## src/rtl/serial_latch_loader.sv

```systemverilog
// -----------------------------------------------------------------------------
// serial_latch_loader
//
// Front end for a bank of D-latches. A WIDTH-bit word is shifted in serially,
// MSB first. It is then driven on d_out while the latch enable e_out is pulsed
// high for STROBE_CYCLES cycles. d_out is registered on the same edge that
// raises e_out, so the latches see settled data before they open. d_out does not
// change while e_out is high, or in the cycle after e_out falls.
//
// Optional feature (compile-time macro PARITY_EN):
//   When defined, one even-parity bit follows the data word. A matching bit
//   strobes the word as usual. A mismatching bit pulses par_err, returns to
//   IDLE, and does not change d_out or e_out. When undefined, par_err is
//   tied to 0.
//
// Parameters:
//   WIDTH          bits per word (>=2)
//   STROBE_CYCLES  cycles e_out stays high per load (>=1)
//
// Ports:
//   clk        in   rising-edge clock
//   rst        in   synchronous active-high reset
//   start      in   begin a new load (sampled only in IDLE)
//   sin        in   serial data bit, MSB first
//   sin_valid  in   sin is valid this cycle
//   d_out      out  word presented to the latch D inputs
//   e_out      out  latch enable
//   busy       out  high whenever the loader is not IDLE
//   done       out  one-cycle pulse when a load completes
//   par_err    out  one-cycle pulse on parity mismatch
// -----------------------------------------------------------------------------
module serial_latch_loader #(
  parameter int WIDTH         = 8,
  parameter int STROBE_CYCLES = 2
) (
  input  logic             clk,
  input  logic             rst,
  input  logic             start,
  input  logic             sin,
  input  logic             sin_valid,
  output logic [WIDTH-1:0] d_out,
  output logic             e_out,
  output logic             busy,
  output logic             done,
  output logic             par_err
);

  localparam int CW = $clog2(WIDTH + 1);
  localparam int SW = (STROBE_CYCLES > 1) ? $clog2(STROBE_CYCLES) : 1;

  localparam logic [CW-1:0] CNT_FULL = CW'(WIDTH);
  localparam logic [SW-1:0] STB_LAST = SW'(STROBE_CYCLES - 1);

  localparam logic [2:0] IDLE   = 3'd0;
  localparam logic [2:0] SHIFT  = 3'd1;
  localparam logic [2:0] STROBE = 3'd2;
  localparam logic [2:0] HOLD   = 3'd3;
`ifdef PARITY_EN
  localparam logic [2:0] PARITY = 3'd4;
`endif

  logic [2:0]       state;
  logic [CW-1:0]    cnt;
  logic [SW-1:0]    stb_cnt;
  logic [WIDTH-1:0] shreg;

  // busy comes straight from the state register, so it needs no reset logic of its own.
  assign busy = (state != IDLE);

`ifndef PARITY_EN
  assign par_err = 1'b0;
`endif

  always_ff @(posedge clk) begin
    if (rst) begin
      state   <= IDLE;
      cnt     <= '0;
      stb_cnt <= '0;
      d_out   <= '0;
      e_out   <= 1'b0;
      done    <= 1'b0;
`ifdef PARITY_EN
      par_err <= 1'b0;
`endif
    end else begin
      done    <= 1'b0;
`ifdef PARITY_EN
      par_err <= 1'b0;
`endif
      case (state)
        IDLE: begin
          if (start) begin
            cnt   <= '0;
            shreg <= '0;
            state <= SHIFT;
          end
        end

        SHIFT: begin
          // The full word is collected. Leave SHIFT one edge after the last bit.
          if (cnt == CNT_FULL) begin
`ifdef PARITY_EN
            state <= PARITY;
`else
            // d_out and e_out update on the same edge, so D settles before E opens.
            d_out   <= shreg;
            e_out   <= 1'b1;
            stb_cnt <= '0;
            state   <= STROBE;
`endif
          end else if (sin_valid) begin
            shreg <= {shreg[WIDTH-2:0], sin};
            cnt   <= cnt + 1'b1;
          end
        end

`ifdef PARITY_EN
        PARITY: begin
          if (sin_valid) begin
            // Even parity: the parity bit equals the XOR of the data bits.
            if (sin == ^shreg) begin
              d_out   <= shreg;
              e_out   <= 1'b1;
              stb_cnt <= '0;
              state   <= STROBE;
            end else begin
              par_err <= 1'b1;
              state   <= IDLE;
            end
          end
        end
`endif

        STROBE: begin
          if (stb_cnt == STB_LAST) begin
            e_out <= 1'b0;
            done  <= 1'b1;
            state <= HOLD;
          end else begin
            stb_cnt <= stb_cnt + 1'b1;
          end
        end

        HOLD: begin
          state <= IDLE;
        end

        default: begin
          state <= IDLE;
        end
      endcase
    end
  end

endmodule

```

## config.mk

```make
export PLATFORM = sky130hd
export DESIGN_NAME = serial_latch_loader
export DESIGN_NICKNAME = d
export VERILOG_FILES = /design/src/rtl/serial_latch_loader.sv
export SDC_FILE = /design/constraint.sdc
export NUM_CORES = 1
export LEC_CHECK = 0
export ABC_AREA = 0
export CAP_MARGIN = 20
export CORE_MARGIN = 2
export CORE_UTILIZATION = 47
export CTS_CLUSTER_DIAMETER = 100
export DETAILED_ROUTE_END_ITERATION = 8
export PLACE_DENSITY = 0.73
export SYNTH_ARGS = -nofsm -noshare
export SYNTH_HDL_FRONTEND = slang
export SYNTH_SLANG_ARGS = --single-unit
```

## constraint.sdc

```tcl
create_clock -name clk -period 2.12 [get_ports clk]
set_input_delay 0.424 -clock clk [delete_from_list [all_inputs] [get_ports clk]]
set_output_delay 0.424 -clock clk [all_outputs]
set_load 0.02 [all_outputs]
```

* After elaboration in Yosys (flattened, before gate mapping)
Index checks and enable logic that the tools add are counted.
** Cells by class
- Muxes and demuxes :: 19
- Add/subtract/negate cells :: 2
- Bitwise logic cells :: 2
- Eq/ne operators :: 8
- Reductions and logical operators :: 11
** Operator list (number)
- 8-bit two-way mux :: 3
- 8-bit one-hot mux with 2 select lines :: 1
- 4-bit two-way mux :: 3
- 2-bit != test (second input constant) :: 5
- 3-bit two-way mux :: 3
- 3-bit one-hot mux with 3 select lines :: 1
- 4-bit one-hot mux with 2 select lines :: 1
- 3-bit AND reduction :: 2
- 1-bit two-way mux :: 5
- 5-bit AND reduction :: 1
- 4-bit by 1-bit adder with 4-bit output (second input constant) :: 1
- 4-bit == test (second input constant) :: 1
- 1-bit one-hot mux with 2 select lines :: 2
- 2-bit AND reduction :: 2
- 4-bit AND reduction :: 1
- 2-bit nonzero test :: 2
- 3-bit by 1-bit == test with 1-bit output (second input constant) :: 1
- 3-bit by 2-bit == test with 1-bit output (second input constant) :: 1
- 3-bit zero test :: 1
- 3-bit nonzero test :: 1
- 1-bit NOT :: 2
- 2-bit OR reduction :: 1
- 1-bit adder (second input constant) :: 1
** Storage, ports and cells
- Word-level logic and storage cells :: 49
- Output and inout port bits :: 12
- Input port bits :: 5
- Bits in registers :: 26

* Depth between registers and ports, before layout
- Word-level depth :: 4
- Mapped depth :: 7
- Gate-level depth less buffers :: 5

* Worst setup path before layout
No wires, ideal clock.
- Path kind :: reg-to-reg
- From :: register state[1]
- To :: register shreg[0], enable pin
- Stages on the path, launching flop included :: 7
- Buffers on the path :: 1
- Required time :: 1737 ps
- Setup time :: 383 ps
- Clock period less this slack :: 1980 ps
- Arrival time :: 1597 ps
- Path slack :: 140 ps
- Cell sequence :: dfxtp_1 > inv_1 > ha_1 > buf_6 > nand4b_1 > nand3_1 > nor3_1
** Between the ends
- Cells in the longest elaborated chain, start to end :: 3
- Elaborated cells on any way between the ends :: 7
- Those cells by class :: eq/ne (4); reduce/logical (3)
** Ends and longest elaborated chain
- from (decl) :: line 62 : logic [2:0] state;
- from (signal assigned) :: line 76 : state <= IDLE;
- from (signal assigned) :: line 95 : state <= SHIFT;
- from (signal assigned) :: line 109 : state <= STROBE;
- 3-bit by 1-bit == test with 1-bit output / 3-bit zero test (equally long branches) :: line 90 : case (state)
- 2-bit != test (no line) / 2-bit nonzero test (equally long branches)
- 5-bit AND reduction (no line) *
- to (signal assigned) :: line 112 : shreg <= {shreg[WIDTH-2:0], sin};
- to (decl) :: line 65 : logic [WIDTH-1:0] shreg;
Mark *: on every way between the ends. The rest lies on a longest branch, timed or not.
A chain may end at the register's enable or synchronous reset.

* Worst setup path after layout
- From :: register state[0]
- To :: output busy
** Between the ends
- Cells in the longest elaborated chain, start to end :: 1
** Ends and longest elaborated chain
- 3-bit nonzero test :: line 68 : assign busy = (state != IDLE);
- to (decl) :: line 43 : output logic busy,
No other way between the ends.

==> metrics.txt <==
status=completed; vias post-DR=approximately 860; top cells by area, synth=dfxtp_1 (28%), edfxtp_1 (20%), ha_1 (7.3%), nand2_1 (5.7%), a21oi_1 (4.2%); Final Hold Vio Count=0; gr usage total=0.177; Synthesis Warnings=0; Util after Layout=0.580; total routed wirelength=~2100 um; metal3 WL=approximately 48 um; top-area cell type share of the netlist area=0.285; DR iter-0 viols=5; Area Growth Syn to Fin=18.1%; Final Max Slew Viols=0; # DRC=0; Synth Flop Type=dfxtp_1; Clk pin slew, worst setup/hold paths=~0.14 ns; Placer Congestion=roughly 0.86; Setup CP Type=register to primary output; unrepaired setup endpoints after global routing=no; IO buf count=15; top routing layer in use=met4; H-Tree Depth=1; vias in the first global route=just over 800; CP required=1.70 ns; Pre-Repair DR Iteration Count=4; die area=0.00296 mm2; Yosys cell types=34; chip width=around 54 um; root buffer cell=clkbuf_4; Max FO, Critical Path=6; PD cells=between 800 and 900 mW/mm2; final cell count without fillers=170; Final #Nets=153; Post-Syn Nets=about 130; post-route setup TNS=0 ns; DR WL met2=approximately 1100 um; die height=54.4 um; post-route antenna net violation count=0; post-layout min period=roughly 1.9 ns; total power=~1.3 mW; final setup fails=0; most common library cells after synthesis=nand2_1 (18), dfxtp_1 (17), a21oi_1 (10), inv_1 (10); most frequent cell after synthesis=nand2_1; CTS Sinks=25; Initial Utilization=0.491; Peak VDD IR=0.793 mV; Synth area leader=dfxtp_1; Ant. Diodes=0; row cnt=18; max-cap viol count=0; Post-Syn Area=0.00119 mm2; CTS Buffer Depth=2; first-pass GRT wire length=approximately 3700 um; CP Capture Type=primary output; Metal-1 WL=roughly 1000 um; Max Clock Skew=0.0132 ns; CTS buffer count=3; register area share after synthesis=0.486; Clock Latency Late Sink=roughly 0.33 ns; GRT overflow=0; CTS tree=yes; I/O pin total=17; arrival time at the worst endpoint=between 1.5 and 2 ns; achievable frequency=517 MHz; period utilization=0.912; Routed wire per std cell=about 13 um; hold crit path type=register to register; largest net degree at the start of global routing=16; initial antenna violation count=0; Placed Cells incl. Taps=about 170; synthesized flop and latch total=25; average size of a mapped cell=approximately 10 um2; Post-synth EDFFs=8; Startpoint Class=register; Post-Syn Instances=~120; core footprint=0.00243 mm2; Final HPWL DP=approximately 1600 um; Vias/cell=between 5 and 6; LEAKAGE=approximately 0.51 nW; share of post-route cells with drive strength above 1=0.107; asr flop ratio synth=0
==> routing by layer <==
layer,vias up,track usage
met2,12,0.299
met5,-,0
li1,450,-
met3,4,0.0328
met1,395,0.216
met4,0,0.0875
==> worst max-delay path, stage by stage, from the launching register on <==
cell and delay, ns:
dfxtp_1 0.41, inv_1 0.10, ha_1 0.27, inv_1 0.08
dlygate4sd2_1 0.33
==> path summary, 6_finish.rpt <==
path              cells past startpoint  slack [ns]        to      from
setup / recovery                      4        0.19      busy  state[0]
hold / removal                        2        0.46  d_out[7]  d_out[7]
setup reg to reg                      6        0.35  shreg[6]  state[1]
hold reg to reg                       2        0.46  d_out[7]  d_out[7]
==> stage by stage <==
step / hold WS, ns / instance area [um2] / setup slack (ns)
2_1_floorplan: 0.445 / 1190 / 0.140
3_3_place_gp: 0.441 / 1380 / 0.296
3_5_place_dp: 0.448 / 1380 / 0.267
4_1_cts: 0.467 / 1410 / 0.151
5_1_grt: 0.486 / 1410 / 0.0480
6_report: 0.461 / 1410 / 0.187
==> area by class of cell <==
cell class,instances,area [um2]
flip-flops and latches,25,581
clock inverters,1,7.51
repair buffers,20,186
inverters,10,37.5
well taps,30,37.5
fillers,230,1020
clock buffers,3,22.5
multi-input cells,81,539
==> flip-flops by register name, indices dropped and copies added (netlist names) <==
| signal | flops |
|---|---|
| state | 2 |
| shreg | 8 |
| stb_cnt | 1 |
| d_out | 8 |
| done | 1 |
| cnt | 4 |
| e_out | 1 |
==> timing repair <==
action / CTS / global route
endpoints found under the setup margin: 1 / 0
buffers inserted: 0 / 0
gates resized for setup: 1 / 0
endpoints found under the hold margin: 0 / 0
hold buffers: 0 / 0
==> cell usage in the layout (no fill, tap or decap), types with 3 or more instances in the layout <==
cell type,count
edfxtp_1,8
ha_1,7
a21oi_1,10
clkbuf_4,3
nor2_1,5
and2_1,8
clkdlybuf4s50_1,14
nand2b_1,6
inv_1,10
buf_4,5
nand2_1,18
dfxtp_1,17
==> kinds of logic after synthesis <==
logic type / Yosys count / share of synthesized area
other: 1 / 0.00314
buffers and inverters: 16 / 0.0628
and+or+nand+nor: 54 / 0.259
adders and majority gates: 7 / 0.0733
DFF: 25 / 0.486
muxes: 2 / 0.0178
AOI/OAI and AO/OA: 17 / 0.0984
==> power breakdown <==
group | switching [mW] | internal [mW]
Combinational | 0.231 | 0.166
Sequential | 0.0439 | 0.586
Clock | 0.153 | 0.0722
(Power assumes the default switching activity.)
